<file path="config.mk">
export PLATFORM = sky130hd
export DESIGN_NAME = bpu_gshare
export DESIGN_NICKNAME = d
export VERILOG_FILES = /design/src/rtl/bpu_gshare.sv
export SDC_FILE = /design/constraint.sdc
export NUM_CORES = 1
export LEC_CHECK = 0
export CAP_MARGIN = 20
export CORE_ASPECT_RATIO = 1.75
export CORE_MARGIN = 5
export CORE_UTILIZATION = 50
export DETAILED_ROUTE_END_ITERATION = 10
export HOLD_SLACK_MARGIN = 0.1
export PLACE_DENSITY = 0.75
export SKIP_LAST_GASP = 1
export SLEW_MARGIN = 20
export SYNTH_ARGS = -nofsm -noshare
export SYNTH_HDL_FRONTEND = slang
export SYNTH_SLANG_ARGS = --single-unit
</file>
<file path="constraint.sdc">
create_clock -name clk -period 2.6 [get_ports clk]
set_input_delay 0.39 -clock clk [delete_from_list [all_inputs] [get_ports clk]]
set_output_delay 0.39 -clock clk [all_outputs]
set_load 0.1 [all_outputs]
</file>
<file path="src/rtl/bpu_gshare.sv">
// Gshare branch prediction unit: a PHT indexed by PC xor global history, plus a tagged
// direct-mapped BTB for fetch targets. It trains from resolved branches in execute.
module bpu_gshare #(
    parameter int ADDR_W    = 5,
    parameter int GHR_W     = 5,
    parameter int BTB_IDX_W = 3,
    parameter int CNT_W     = 16
) (
    input  logic              clk,
    input  logic              reset,
    input  logic [ADDR_W-1:0] pc_F,
    input  logic              fetch_valid_F,
    output logic              prediction,
    output logic              btb_hit_F,
    output logic [ADDR_W-1:0] target_address_F,
    output logic [GHR_W-1:0]  ghr_F,
    input  logic              update_signal,
    input  logic [ADDR_W-1:0] pc_E,
    input  logic [GHR_W-1:0]  ghr_E,
    input  logic              actual_outcome,
    input  logic [ADDR_W-1:0] target_E,
    input  logic              pred_taken_E,
    input  logic [ADDR_W-1:0] pred_target_E,
    output logic              mispredict_E,
    output logic [CNT_W-1:0]  branch_count,
    output logic [CNT_W-1:0]  mispredict_count
);

    localparam int TAG_W = ADDR_W - BTB_IDX_W;
    localparam int PHT_N = 1 << GHR_W;
    localparam int BTB_N = 1 << BTB_IDX_W;

    logic [1:0]        pht        [PHT_N];
    logic              btb_valid  [BTB_N];
    logic [TAG_W-1:0]  btb_tag    [BTB_N];
    logic [ADDR_W-1:0] btb_target [BTB_N];
    logic [GHR_W-1:0]  ghr;

    logic [GHR_W-1:0]     pht_idx_f;
    logic [BTB_IDX_W-1:0] btb_idx_f;
    logic [TAG_W-1:0]     tag_f;
    logic [GHR_W-1:0]     pht_idx_e;
    logic [BTB_IDX_W-1:0] btb_idx_e;
    logic [1:0]           pht_cur_e;
    logic [1:0]           pht_next_e;

    // Fetch lookup reads pre-edge contents only; same-cycle training shows up next cycle.
    assign pht_idx_f        = pc_F[GHR_W-1:0] ^ ghr;
    assign btb_idx_f        = pc_F[BTB_IDX_W-1:0];
    assign tag_f            = pc_F[ADDR_W-1:BTB_IDX_W];
    assign btb_hit_F        = btb_valid[btb_idx_f] && (btb_tag[btb_idx_f] == tag_f);
    assign prediction       = btb_hit_F && pht[pht_idx_f][1];
    assign target_address_F = prediction ? btb_target[btb_idx_f] : pc_F + ADDR_W'(1);
    assign ghr_F            = ghr;

    assign mispredict_E = update_signal &&
                          ((actual_outcome != pred_taken_E) ||
                           (actual_outcome && pred_taken_E && (target_E != pred_target_E)));

    assign pht_idx_e = pc_E[GHR_W-1:0] ^ ghr_E;
    assign btb_idx_e = pc_E[BTB_IDX_W-1:0];
    assign pht_cur_e = pht[pht_idx_e];

    // NOTE: assign a default first so every path writes pht_next_e and no latch is inferred.
    always_comb begin
        pht_next_e = pht_cur_e;
        if (actual_outcome) begin
            if (pht_cur_e != 2'b11) pht_next_e = pht_cur_e + 2'd1;
        end else begin
            if (pht_cur_e != 2'b00) pht_next_e = pht_cur_e - 2'd1;
        end
    end

    // NOTE: the PHT must start weakly not-taken, so every entry is reset, not just a valid bit.
    always_ff @(posedge clk) begin
        if (!reset) begin
            for (int i = 0; i < PHT_N; i++) pht[i] <= 2'b01;
        end else if (update_signal) begin
            pht[pht_idx_e] <= pht_next_e;
        end
    end

    always_ff @(posedge clk) begin
        if (!reset) begin
            for (int i = 0; i < BTB_N; i++) btb_valid[i] <= 1'b0;
        end else if (update_signal && actual_outcome) begin
            btb_valid[btb_idx_e] <= 1'b1;
        end
    end

    // Tag and target storage need no reset; the valid bit guards them.
    always_ff @(posedge clk) begin
        if (reset && update_signal && actual_outcome) begin
            btb_tag[btb_idx_e]    <= pc_E[ADDR_W-1:BTB_IDX_W];
            btb_target[btb_idx_e] <= target_E;
        end
    end

    // Repair from execute outranks the speculative fetch-side shift.
    always_ff @(posedge clk) begin
        if (!reset) begin
            ghr <= '0;
        end else if (mispredict_E) begin
            ghr <= {ghr_E[GHR_W-2:0], actual_outcome};
        end else if (fetch_valid_F && btb_hit_F) begin
            ghr <= {ghr[GHR_W-2:0], prediction};
        end
    end

    always_ff @(posedge clk) begin
        if (!reset) begin
            branch_count     <= '0;
            mispredict_count <= '0;
        end else begin
            if (update_signal && (branch_count != '1))
                branch_count <= branch_count + CNT_W'(1);
            if (mispredict_E && (mispredict_count != '1))
                mispredict_count <= mispredict_count + CNT_W'(1);
        end
    end

endmodule

</file>
Word-level counts from Yosys, hierarchy flattened

Memories as Yosys holds them, arrays and structs flattened.
Index checks and enable logic that the tools add are counted.

Flip-flop bits (word level): 37
Memory bits (writable): 128
Input bits: 31
Output and inout port bits: 45
Word-level logic and storage cells: 57
Memories kept: 4

Add/sub/neg operators: 5
Eq/ne operators: 6
Muxes and demuxes: 21
Bitwise operators: 2
Reduce and logical (&&, ||, !) cells: 16

Memory list:

| memory     | depth | width | rd ports | clocked after memory_dff | write ports | RTL line | source |
|---|---|---|---|---|---|---|---|
| pht        | 32    | 2     | 2        | 0                        | 32          | 33       | `logic [1:0] pht [PHT_N];` |
| btb_target | 8     | 5     | 1        | 0                        | 1           | 36       | `logic [ADDR_W-1:0] btb_target [BTB_N];` |
| btb_tag    | 8     | 2     | 1        | 0                        | 1           | 35       | `logic [TAG_W-1:0] btb_tag [BTB_N];` |
| btb_valid  | 8     | 1     | 1        | 0                        | 8           | 34       | `logic btb_valid [BTB_N];` |

Operator list:

| kind                    | number |
|---|---|
| $add A16 B1 Y16 const B | 2 |
| $ne A16 B16 Y1 const B  | 2 |
| $mux W5                 | 4 |
| $mux W1                 | 12 |
| $logic_and A1 B1 Y1     | 11 |
| $xor A5 B5 Y5           | 2 |
| $mux W2                 | 4 |
| $add A5 B1 Y5 const B   | 1 |
| $ne A5 B5 Y1            | 1 |
| $reduce_bool A2 Y1      | 2 |
| $mux W3                 | 1 |
| $add A2 B1 Y2 const B   | 1 |
| $eq A2 B2 Y1            | 1 |
| $ne A2 B2 Y1 const B    | 1 |
| $reduce_or A2 Y1        | 1 |
| $sub A2 B1 Y2 const B   | 1 |
| $logic_or A1 B1 Y1      | 1 |
| $ne A1 B1 Y1            | 1 |
| $reduce_or A1 Y1        | 1 |

Depth between registers and ports, before layout

Depth in word-level cells: 6
Gate-level depth with buffers: 10

Worst setup path before layout

OpenSTA, ideal clock, no wires.

Path kind: input to output
Start point: in pc_F[0]
End point: out target_address_F[1]
Arrival: 5465 ps
Data required time: 2210 ps
Path slack: -3255 ps
Cell stages on the path: 8
Buffers on the path: 2
Path through: buf_2 > mux4_2 > xnor2_1 > a21oi_1 > a211oi_2 > o21ai_1 > buf_4 > o21ai_0

Cells in the longest elaborated chain, start to end: 5
Elaborated cells on any way between the ends: 10
Classes of those cells: 1 x add/sub; 1 x eq/ne; 1 x mux; 1 x bitwise; 2 x reduce/logical; 4 x memory

Ends and longest elaborated chain:

| what                    | RTL line | source |
|---|---|---|
| start, declared         | 11       | `input logic [ADDR_W-1:0] pc_F,` |
| $mem_v2 Z8 W2           | --       |  |
| $eq A2 B2 Y1            | 51       | `assign btb_hit_F = btb_valid[btb_idx_f] && (btb_tag[btb_idx_f] == tag_f);` |
| $logic_and A1 B1 Y1 (*) | 51       |  |
| net btb_hit_F           | 14       | `output logic btb_hit_F,` |
| $logic_and A1 B1 Y1 (*) | 52       | `assign prediction = btb_hit_F && pht[pht_idx_f][1];` |
| $mux W5 (*)             | 53       | `assign target_address_F = prediction ? btb_target[btb_idx_f] : pc_F + ADDR_W'(1);` |
| end, declared           | 15       | `output logic [ADDR_W-1:0] target_address_F,` |

The timed path passes the listed nets; every way through them passes the cells marked *.

Worst setup path after layout

Start point: reg ghr[0] (netlist: ghr_F[0])
End point: out target_address_F[2]

Cells in the longest elaborated chain, start to end: 4

Ends and longest elaborated chain:

| what                   | RTL line | source |
|---|---|---|
| start, declared        | 37       | `logic [GHR_W-1:0] ghr;` |
| start signal, assigned | 104      | `ghr <= {ghr_E[GHR_W-2:0], actual_outcome};` |
| start signal, assigned | 106      | `ghr <= {ghr[GHR_W-2:0], prediction};` |
| $xor A5 B5 Y5          | 48       | `assign pht_idx_f = pc_F[GHR_W-1:0] ^ ghr;` |
| $mem_v2 Z32 W2         | --       |  |
| $logic_and A1 B1 Y1    | 52       |  |
| $mux W5                | 53       |  |

Every way passes these cells.

==> PnR_summary.wiki <==
{| class="wikitable"
! Metric !! Value
|-
| Result of the run || finished, violations left
|-
| Violations in the final reports || negative setup slack
|-
| Worst Path Buf+Inv || 3
|-
| Input/output buffers || 75
|-
| Ordered list of cells on the worst path || xnor2_4 > buf_6 > mux4_2 > nand4_1 > nand4_1 > o21ai_4 > buf_6 > mux2i_4 > mux2i_4 > buf_12
|-
| Worst stage delay on the critical path || 0.49 ns
|-
| Violation count after the first detailed-routing iteration || between 400 and 500
|-
| Antenna-violating nets left || 0
|-
| Critical path endpoint category || output pin
|-
| Detailed placement HPWL || 15700 µm
|-
| Arr. time, crit path || 2.91 ns
|-
| Unique cell type count in the Yosys netlist || between 40 and 50
|-
| DR pass1 iterations || 7
|-
| Final Wtd Congestion || 0.993
|-
| Number of buffers inserted during clock tree synthesis || 17
|-
| Finish-stage setup viols || 6
|-
| Worst-path cell with the longest stage delay || sky130_fd_sc_hd__mux4_2
|-
| Die height || 179 µm
|-
| Antenna violations before repair || 1
|-
| Overall global routing resource usage || 23.0%
|-
| Worst vdd ir || 0.000431 V
|-
| Synthesis Warnings || 0
|-
| Hold Crit Class || reg -> reg
|-
| Average cell area after synthesis || between 10 and 15 µm²
|-
| Post-route clock period utilization || 127%
|-
| Yosys reg bits || 165
|-
| Average wire length per cell after detail routing || 20.9 µm
|-
| Actual transition at the worst max-transition pin || 0.653 ns
|-
| Count of hold buffers inserted by post-cts repair || 0
|-
| Post-detailed-routing wire length || 21400 µm
|-
| Via count || ~5900
|-
| Leading cell types in the layout, fill and taps excluded || sky130_fd_sc_hd__edfxtp_1, sky130_fd_sc_hd__buf_4, sky130_fd_sc_hd__nand2_1
|-
| Maximum buffer depth of the clock tree || 2
|-
| Effective utilization at floorplan || 50.4%
|-
| Number of filler instances in the final layout || 1129
|-
| Source-to-sink clock delay at the later pin of the worst-skew pair || about 0.43 ns
|-
| Flip-flop cell with the highest count after synthesis || sky130_fd_sc_hd__edfxtp_1
|-
| Number of max-cap violations || 0
|-
| Mapped Nets || 695
|-
| Placeable Area || 16200 µm²
|-
| Number of H-tree levels || 4
|-
| Overflow left after global routing || 0
|-
| Share of layout cells above drive strength 1 || about a third
|-
| Area of the mapped netlist || just over 8000 µm²
|-
| Die boundary width || 107 µm
|-
| Number of enable flip-flop cells after synthesis || 120
|-
| Critical path fanouts, max || 6
|-
| Total count of hold-check failures in the final report || 0
|-
| Yosys top cell by area || sky130_fd_sc_hd__edfxtp_1
|-
| Largest net degree at the start of global routing || 53
|-
| Number of I/O pins || 76
|-
| Buffer type at the clock tree root || sky130_fd_sc_hd__clkbuf_16
|-
| First-pass GRT wire length || roughly 33000 µm
|-
| RSZ-0062 raised after global routing || yes
|-
| Clock edge transition at the registers on the reported setup and hold paths || 0.06 ns
|-
| Sequential fraction of the synthesis area || a little under three fifths
|-
| Leakage power || 0.00388 µW
|-
| Layout overhead on the synthesized area || 30.8%
|-
| Leading post-synthesis cells by cell area || sky130_fd_sc_hd__edfxtp_1, sky130_fd_sc_hd__dfxtp_1, sky130_fd_sc_hd__mux4_2
|-
| Number of nets in the final layout || between 800 and 900
|-
| Clock tree from TritonCTS || yes
|-
| Area fraction of the dominant cell type after synthesis || 44.1%
|-
| Maximum clock rate || 303 MHz
|-
| Layout Skew || between 0.01 and 0.015 ns
|-
| DR DRC count || 0
|-
| CTS Sinks || 165
|-
| Crit start category || flop
|-
| CP required || 2.21 ns
|-
| Post-layout worst setup margin || -0.696 ns
|-
| Die Footprint || roughly 19000 µm²
|-
| Post-Place Setup Slack || -0.896 ns
|-
| Most common cell after layout, fill and taps aside || sky130_fd_sc_hd__edfxtp_1
|-
| Cell Pwr Density || ~640 nW/µm²
|-
| Crit Path Category || reg -> out
|-
| Via count of the first global-routing pass || 6167
|-
| Cell row count || 62
|-
| Final cell utilization of the core || 65.9%
|-
| Max-slew headroom at the worst pin || a little under three fifths
|-
| Vias per cell || 5.78
|-
| Cell class contributing the biggest share of worst-path delay || multiplexers
|-
| Async S/R FF share, synth || 0%
|-
| Total count of max-transition violations in the final report || 0
|-
| Final critical-path required period || 3.30 ns
|-
| Syn Inst Count || 660
|}
-- power by group --
part	total (µW)	switching [µW]	leakage [µW]	internal (µW)
logic	1480	852	0.00217	629
clock network	2410	1050	0.000271	1360
registers	2910	41.6	0.00144	2870
-- layout make-up --
cell class	instances	area [µm²]	area share (%)
flip-flops and latches	165	4520	42.3
multi-input cells	447	3630	34.0
repair buffers	174	1670	15.7
clock buffers	19	443	4.14
well taps	192	240	2.25
clock inverters	13	124	1.16
inverters	12	47.5	0.445
diodes	1	2.50	0.0234
-- cell families after synthesis --
group,synth area share [%]
flip-flops,55.1
multiplexers,11.9
AND/OR/NAND/NOR,19.0
adder cells (fa/ha/maj),0.919
buffers and inverters,3.42
XOR/XNOR,6.02
AO/OA/AOI/OAI,3.63
-- through the flow --
step | instances | TNS [ns] | power (µW) | instance area, µm² | hold WS, ns
floorplan | 660 | -7.68 | 3820 | 8290 | 0.421
global placement | 975 | -54.95 | 4220 | 9730 | 0.428
detailed placement | 975 | -58.00 | 4250 | 9730 | 0.440
CTS | 1015 | -3.69 | 6770 | 10600 | 0.455
global route | 1023 | -4.56 | 7010 | 10700 | 0.471
finish | 1023 | -3.72 | 6800 | 10700 | 0.458
-- Yosys cell counts (5+ instances only) --
master	count
sky130_fd_sc_hd__a21oi_1	11
sky130_fd_sc_hd__xnor2_1	27
sky130_fd_sc_hd__inv_1	10
sky130_fd_sc_hd__clkbuf_1	22
sky130_fd_sc_hd__buf_2	6
sky130_fd_sc_hd__xor2_1	26
sky130_fd_sc_hd__and2_1	6
sky130_fd_sc_hd__mux4_1	10
sky130_fd_sc_hd__a21o_1	8
sky130_fd_sc_hd__and3_1	5
sky130_fd_sc_hd__nor2_4	30
sky130_fd_sc_hd__nor3_1	9
sky130_fd_sc_hd__o21ai_0	9
sky130_fd_sc_hd__a22oi_1	8
sky130_fd_sc_hd__edfxtp_1	120
sky130_fd_sc_hd__mux2i_1	10
sky130_fd_sc_hd__mux4_2	26
sky130_fd_sc_hd__dfxtp_1	45
sky130_fd_sc_hd__nand4_1	15
sky130_fd_sc_hd__nand3_1	59
sky130_fd_sc_hd__nand2_1	101
sky130_fd_sc_hd__nor2_1	47
-- flip-flops by register name (all words and copies together), names as in the netlist --
signal and count:
pht 64, btb_valid 8, btb_tag 16, btb_target 40, ghr_F 5, branch_count 16
mispredict_count 16
-- worst reg2reg max path, stage by stage (launching register included) --
cell,delay [ns]
sky130_fd_sc_hd__dfxtp_2,0.35
sky130_fd_sc_hd__xnor2_4,0.17
sky130_fd_sc_hd__buf_6,0.17
sky130_fd_sc_hd__mux4_2,0.49
sky130_fd_sc_hd__nand4_1,0.12
sky130_fd_sc_hd__nand4_1,0.21
sky130_fd_sc_hd__o21ai_4,0.30
sky130_fd_sc_hd__buf_6,0.15
sky130_fd_sc_hd__buf_4,0.10
sky130_fd_sc_hd__mux2_2,0.13
sky130_fd_sc_hd__a21oi_1,0.05
-- repair_timing --
action,in CTS,in global routing
setup endpoints to repair,79,42
endpoints found under the hold margin,0,0
gates cloned,2,1
setup buffers,8,6
gates resized for setup,43,17
pin swaps,15,10
-- worst paths after layout --
kind                                end  cells after the start  slack [ns]                  start
setup / recovery    target_address_F[2]                     10       -0.70  ghr_F[0]$_SDFFE_PN0P_
hold reg to reg    btb_valid[2]$_DFF_P_                      1        0.46   btb_valid[2]$_DFF_P_
hold / removal     btb_valid[2]$_DFF_P_                      1        0.46   btb_valid[2]$_DFF_P_
setup reg to reg  ghr_F[0]$_SDFFE_PN0P_                     10        0.25  ghr_F[0]$_SDFFE_PN0P_
-- routing by layer --
layer | wire length, µm | up-vias | GRT usage, %
met1 | 7080 | 2920 | 23.0
met5 | 0 | - | 0
li1 | - | 2732 | -
met3 | 940 | 57 | 4.61
met2 | 12500 | 203 | 44.0
met4 | 907 | 0 | 11.9
Note: power is estimated with default switching activity, not from simulation.
